--- src/rtl/spi_burst_sequencer.sv ---
// spi_burst_sequencer
//   Host-side stage that sits in front of an SPI master. The host pushes words
//   into a TX FIFO and requests an N-word burst with Start/BurstLen. The
//   sequencer holds SPIGo high for the whole burst, so the slave select stays
//   asserted. It presents each word on SendData and collects every received
//   word into an RX FIFO.
//
// Ports
//   clk, reset        system clock, asynchronous active-low reset
//   TxWr, TxData      TX FIFO push; TxFull, TxCount report TX occupancy
//   RxRd, RxData      RX FIFO pop and first-word-fall-through head; RxEmpty
//   Start, BurstLen   burst request; Busy/Done/StartErr handshakes
//   RxOvf             sticky RX overflow, cleared by the next accepted Start
//   SPIGo, SendData   run request and transmit word towards the master
//   WordFlg, TxBusy,  per-word strobe, busy flag and receive register
//   ReceivedData      coming back from the master
module spi_burst_sequencer #(
  parameter int WordLen   = 8,
  parameter int FifoDepth = 16,
  parameter int LenW      = 8,
  parameter int RxDly     = 2,
  localparam int AW       = $clog2(FifoDepth)
) (
  input  logic               clk,
  input  logic               reset,
  input  logic               TxWr,
  input  logic [WordLen-1:0] TxData,
  output logic               TxFull,
  output logic [AW:0]        TxCount,
  input  logic               RxRd,
  output logic [WordLen-1:0] RxData,
  output logic               RxEmpty,
  input  logic               Start,
  input  logic [LenW-1:0]    BurstLen,
  output logic               Busy,
  output logic               Done,
  output logic               StartErr,
  output logic               RxOvf,
  output logic               SPIGo,
  output logic [WordLen-1:0] SendData,
  input  logic               WordFlg,
  input  logic               TxBusy,
  input  logic [WordLen-1:0] ReceivedData
);

  typedef enum logic [2:0] {IDLE, LOAD, XFER, STOP, DONE} state_e;

  state_e state_q, state_d;

  logic [WordLen-1:0] txMem_q [FifoDepth];
  logic [AW-1:0]      txWrPtr_q, txRdPtr_q;
  logic [AW:0]        txCount_q;
  logic               txPush, txPop;

  logic [WordLen-1:0] rxMem_q [FifoDepth];
  logic [AW-1:0]      rxWrPtr_q, rxRdPtr_q;
  logic [AW:0]        rxCount_q;
  logic               rxPush, rxPop, rxFull, rxOvfSet;

  logic [LenW-1:0]    remain_q;
  logic               pend_q;
  logic [WordLen-1:0] sendData_q;
  logic [RxDly-1:0]   capChain_q;
  logic               startErr_q, rxOvf_q;
  logic               spiGo_q, spiGo_d, busy_q, busy_d, done_q, done_d;

  logic               startAccept, startReject, flgXfer, capture;

  // ---------------- TX FIFO ----------------
  assign TxFull  = (txCount_q == (AW+1)'(FifoDepth));
  assign TxCount = txCount_q;
  assign txPush  = TxWr && !TxFull;
  // The FSM is the only consumer; the start check guarantees it never pops empty.
  assign txPop   = (state_q == LOAD) || pend_q;

  always_ff @(posedge clk) begin
    if (txPush) txMem_q[txWrPtr_q] <= TxData;
  end

  always_ff @(posedge clk or negedge reset) begin
    if (!reset) begin
      txWrPtr_q <= '0;
      txRdPtr_q <= '0;
      txCount_q <= '0;
    end else begin
      if (txPush) txWrPtr_q <= txWrPtr_q + AW'(1);
      if (txPop)  txRdPtr_q <= txRdPtr_q + AW'(1);
      case ({txPush, txPop})
        2'b10:   txCount_q <= txCount_q + (AW+1)'(1);
        2'b01:   txCount_q <= txCount_q - (AW+1)'(1);
        default: txCount_q <= txCount_q;
      endcase
    end
  end

  // ---------------- RX FIFO ----------------
  assign RxEmpty  = (rxCount_q == '0);
  assign rxFull   = (rxCount_q == (AW+1)'(FifoDepth));
  assign RxData   = rxMem_q[rxRdPtr_q];
  assign rxPop    = RxRd && !RxEmpty;
  assign capture  = capChain_q[RxDly-1];
  // A pop in the same cycle frees the slot, so a capture on a full FIFO still lands.
  assign rxPush   = capture && (!rxFull || rxPop);
  assign rxOvfSet = capture && rxFull && !rxPop;

  always_ff @(posedge clk) begin
    if (rxPush) rxMem_q[rxWrPtr_q] <= ReceivedData;
  end

  always_ff @(posedge clk or negedge reset) begin
    if (!reset) begin
      rxWrPtr_q <= '0;
      rxRdPtr_q <= '0;
      rxCount_q <= '0;
    end else begin
      if (rxPush) rxWrPtr_q <= rxWrPtr_q + AW'(1);
      if (rxPop)  rxRdPtr_q <= rxRdPtr_q + AW'(1);
      case ({rxPush, rxPop})
        2'b10:   rxCount_q <= rxCount_q + (AW+1)'(1);
        2'b01:   rxCount_q <= rxCount_q - (AW+1)'(1);
        default: rxCount_q <= rxCount_q;
      endcase
    end
  end

  // ---------------- burst control ----------------
  assign flgXfer     = WordFlg && (state_q == XFER);
  assign startReject = Start && (state_q == IDLE) &&
                       ((BurstLen == '0) || (32'(txCount_q) < 32'(BurstLen)));
  assign startAccept = Start && (state_q == IDLE) && !startReject;

  always_ff @(posedge clk or negedge reset) begin
    if (!reset) begin
      remain_q   <= '0;
      pend_q     <= 1'b0;
      sendData_q <= '0;
      capChain_q <= '0;
      startErr_q <= 1'b0;
      rxOvf_q    <= 1'b0;
    end else begin
      if (startAccept)  remain_q <= BurstLen;
      else if (flgXfer) remain_q <= remain_q - LenW'(1);
      // The next word is popped on the cycle after WordFlg, only if words remain.
      pend_q     <= flgXfer && (remain_q != LenW'(1));
      if (txPop) sendData_q <= txMem_q[txRdPtr_q];
      // Each WordFlg walks through RxDly stages until ReceivedData is valid.
      capChain_q <= (capChain_q << 1) | RxDly'(flgXfer);
      startErr_q <= startReject;
      if (startAccept)   rxOvf_q <= 1'b0;
      else if (rxOvfSet) rxOvf_q <= 1'b1;
    end
  end

  // ---------------- FSM ----------------
  always_ff @(posedge clk or negedge reset) begin
    if (!reset) begin
      state_q <= IDLE;
      spiGo_q <= 1'b0;
      busy_q  <= 1'b0;
      done_q  <= 1'b0;
    end else begin
      state_q <= state_d;
      spiGo_q <= spiGo_d;
      busy_q  <= busy_d;
      done_q  <= done_d;
    end
  end

  always_comb begin
    state_d = state_q;
    case (state_q)
      IDLE:    if (startAccept) state_d = LOAD;
      LOAD:    state_d = XFER;
      XFER:    if (WordFlg && (remain_q == LenW'(1))) state_d = STOP;
      STOP:    if (!TxBusy && (capChain_q == '0)) state_d = DONE;
      DONE:    state_d = IDLE;
      default: state_d = IDLE;
    endcase
  end

  // Outputs are registered from the next state, so SPIGo rises together with
  // the first SendData word and falls the cycle after the final WordFlg.
  always_comb begin
    spiGo_d = (state_d == XFER);
    busy_d  = (state_d == LOAD) || (state_d == XFER) || (state_d == STOP);
    done_d  = (state_d == DONE);
  end

  assign SPIGo    = spiGo_q;
  assign Busy     = busy_q;
  assign Done     = done_q;
  assign StartErr = startErr_q;
  assign RxOvf    = rxOvf_q;
  assign SendData = sendData_q;

endmodule

--- config.mk ---
export PLATFORM = sky130hd
export DESIGN_NAME = spi_burst_sequencer
export DESIGN_NICKNAME = d
export VERILOG_FILES = /design/src/rtl/spi_burst_sequencer.sv
export SDC_FILE = /design/constraint.sdc
export NUM_CORES = 1
export LEC_CHECK = 0
export CAP_MARGIN = 20
export CORE_MARGIN = 5
export CORE_UTILIZATION = 60
export CTS_CLUSTER_SIZE = 25
export DETAILED_ROUTE_END_ITERATION = 12
export PLACE_DENSITY = 0.9
export SYNTH_ARGS = -nofsm -noshare
export SYNTH_HDL_FRONTEND = slang
export SYNTH_SLANG_ARGS = --single-unit
--- constraint.sdc ---
create_clock -name clk -period 4.1 [get_ports clk]
set_input_delay 1.23 -clock clk [delete_from_list [all_inputs] [get_ports clk]]
set_output_delay 1.23 -clock clk [all_outputs]
set_load 0.005 [all_outputs]
==> out/metrics.csv <==
stage,metric,value,unit
status,outcome,completed,
layout,post-route-util,0.7170,
layout,multi_input_area,3263,µm²
layout,mostFrequentLayoutCell,edfxtp_1,
clock_network,htree_levels,1,
logic_synthesis,synth_seq_area_share,0.7187,
clock_network,cts_hold_buf,0,
timing,post-route-period-util,0.9683,
setup_path,cp_common_cell,mux4_2,
clock_network,clk_latency,0.55,ns
route,drt_iter0_markers,706,
timing,clock.fmax,251.9,MHz
timing,min_period,3.970,ns
die,core_region_area,20430,µm²
setup_path,crit_chain,buf_12 -> mux4_2 -> mux4_2 -> clkdlybuf4s50_1,
timing,final-setup-viol-count,0,
clock_network,cts_root_buffer,clkbuf_16,
layout,drive_gt1_frac,0.2105,
layout,num-fill-cells,1175,
setup_path,end_kind,primary output,
logic_synthesis,synthFlopType,edfxtp_1,
setup_path,worstPathArrival,2.74,ns
clock_network,numCtsBuffers,30,
power_and_ir_drop,power_density,704.6,nW/µm²
power_and_ir_drop,vdd_drop_max,0.0004535,V
route,ant_nets,0,
logic_synthesis,synth.avg_cell_area,18.15,µm²
grt,overflow,0,
setup_path,path_class,reg2out,
layout,syn_to_final_growth,16.80,%
placement,place_congestion,0.8684,
route,viasPerCell,6.223,
job,maxCapViolCount,0,
logic_synthesis,synthArstFlopShare,0.1715,
timing,rsz0062_at_grt,false,
logic_synthesis,ys_types,48,
layout,nets,836,
route,totalWireLength,26.54,mm
grt,grt_max_degree,36,
die,start_util,0.6139,
grt,grt_first_pass_wirelength,41.83,mm
setup_path,crit_required,2.87,ns
route,vias,6677,
clock_network,cts_num_sinks,309,
logic_synthesis,syn-num-nets,748,
timing,timing.final.max_slew_violations,0,
clock_network,cts_tree,built,
timing,tightest_slew,0.9640,ns
setup_path,critPathSlowestCell,mux4_2,
timing,final-hold-violation-count,0,
setup_path,cp-start-kind,flip-flop,
timing,skew,0.01745,ns
layout,post-route-cell-area,14650,µm²
die,die_h,154.6,µm
route,drc_errors,0,
die,dieArea,23890,µm²
die,die_w,154.6,µm
logic_synthesis,synth_area,12540,µm²
route,dr.pass1.iters,5,
power_and_ir_drop,finalPower,10320,µW
die,ios,59,
timing,slew_headroom,0.3550,
grt,track_usage,0.2289,
placement,port_buffers,58,
power_and_ir_drop,leakagePower,0.005169,µW
setup_path,critPathMaxStageDelay,0.54,ns
layout,insertedDiodeCount,0,
route,avgRoutedWirePerCell,24.74,µm
placement,place_area,13550,µm²
grt,grt_pass1_vias,7107,
layout,most-common-layout-cells,"256 x edfxtp_1, 72 x mux4_2, 57 x clkdlybuf4s50_1",
logic_synthesis,synth_edf_count,256,
logic_synthesis,yosysWarnings,0,
layout,register_area,9017,µm²
logic_synthesis,synth-seq-cells,309,
clock_network,path_clk_slew,0.06,ns
placement,dp_hpwl,17.13,mm
min_path,hold_path_class,reg2reg,
setup_path,crit_path_max_fanout,16,
logic_synthesis,synthCells,691,
die,rows,52,
grt,grt_antenna_before_repair,0,
clock_network,clk_path_buf_depth,3,
## synthesized netlist by cell type, types with 2 or more instances
master	count	area [µm²]
mux2i_1	2	20.02
mux4_2	72	1622
nand3_1	5	25.02
ha_1	24	300.3
a21oi_1	12	60.06
dfrtp_1	53	1326
xor2_1	5	43.79
nand3b_1	2	15.01
o21ai_0	21	105.1
a221o_1	6	60.06
buf_1	7	26.28
nand2_1	36	135.1
buf_2	9	45.04
nor2b_1	7	43.79
nand4_1	3	18.77
and2_1	3	18.77
or3b_2	2	17.52
edfxtp_1	256	7687
clkbuf_1	14	52.55
fa_1	2	40.04
inv_1	36	135.1
and3_1	3	18.77
xnor2_1	17	148.9
o22ai_1	6	37.54
mux2_2	9	101.4
a211o_1	3	26.28
nor2_1	38	142.6
nand2b_1	4	25.02
nor3_1	15	75.07
## cells by family after synthesis
logic type | synth area share
compound gates | 0.02834
buf+inv | 0.02155
xor+xnor | 0.01536
fa+ha+maj | 0.02714
simple gates | 0.04989
mux | 0.1390
flops | 0.7187
## layer usage
| layer | up-vias | wire length [µm] | GRT usage |
|---|---|---|---|
| met5 | - | 0 | 0 |
| met4 | 0 | 683 | 0.06476 |
| met3 | 47 | 1808 | 0.03185 |
| met2 | 328 | 14640 | 0.4158 |
| met1 | 3441 | 9411 | 0.2908 |
| li1 | 2861 | - | - |
## critical path: cells and delay by family (launching register included)
family / cells / cell delay [ns]
flip-flops: 1 / 0.48
multiplexers: 2 / 1.03
buffers and inverters: 2 / 0.69
## layout make-up
| cell class | count | share of cell area |
|---|---|---|
| Tap cell | 270 | 0.02306 |
| Sequential cell | 309 | 0.6156 |
| Inverter | 36 | 0.009225 |
| Clock buffer | 43 | 0.06227 |
| Multi-Input combinational cell | 315 | 0.2228 |
| Clock inverter | 13 | 0.009823 |
| Timing Repair Buffer | 87 | 0.05723 |
## power by group
| group | internal, µW | leakage, µW | switching, µW | total, µW |
|---|---|---|---|---|
| Sequential | 3890 | 0.00296 | 439 | 4330 |
| Clock | 1730 | 0.000523 | 1140 | 2870 |
| Combinational | 1670 | 0.00169 | 1460 | 3130 |
| Total | 7290 | 0.00517 | 3040 | 10300 |
## path summary, 6_finish.rpt
path | end | slack [ns] | start | cells after the start
setup / recovery | RxData[4] | 0.13 | rxRdPtr_q[0]$_DFFE_PN0P_ | 4
max in group asynchronous | capChain_q[1]$_DFF_PN0_ | 2.51 | reset | 2
hold / removal | capChain_q[1]$_DFF_PN0_ | 0.38 | capChain_q[0]$_DFF_PN0_ | 0
min in group asynchronous | SendData[4]$_DFFE_PN0P_ | 0.74 | reset | 1
setup reg to reg | rxCount_q[4]$_DFFE_PN0P_ | 0.58 | rxCount_q[1]$_DFFE_PN0P_ | 12
hold reg to reg | capChain_q[1]$_DFF_PN0_ | 0.38 | capChain_q[0]$_DFF_PN0_ | 0
## sequential cells by signal, indices dropped and copies added, names as in the netlist, 2 cells and up
register,cells
rxWrPtr_q,4
rxMem_q,128
capChain_q,2
remain_q,8
state_q,3
txWrPtr_q,4
txRdPtr_q,4
TxCount,5
SendData,8
rxCount_q,5
txMem_q,128
rxRdPtr_q,4
## stage by stage
step                      setup TNS (ns)  hold slack (ns)  std cells  setup slack (ns)
after floorplan                        0           0.3548        691            0.5185
after global placement                 0           0.3662       1014            0.1592
after detailed placement        -0.04213           0.3622       1014          -0.04213
after CTS                              0           0.3782       1072           0.08917
after global routing                   0           0.3950       1073           0.05704
final                                  0           0.3770       1073            0.1298
## what timing repair did
| item | CTS | global route |
|---|---|---|
| setup endpoints to repair | 8 | 0 |
| buffers inserted | 2 | 0 |
| gates resized for setup | 1 | 0 |
Note: power is estimated with default switching activity, not from simulation.
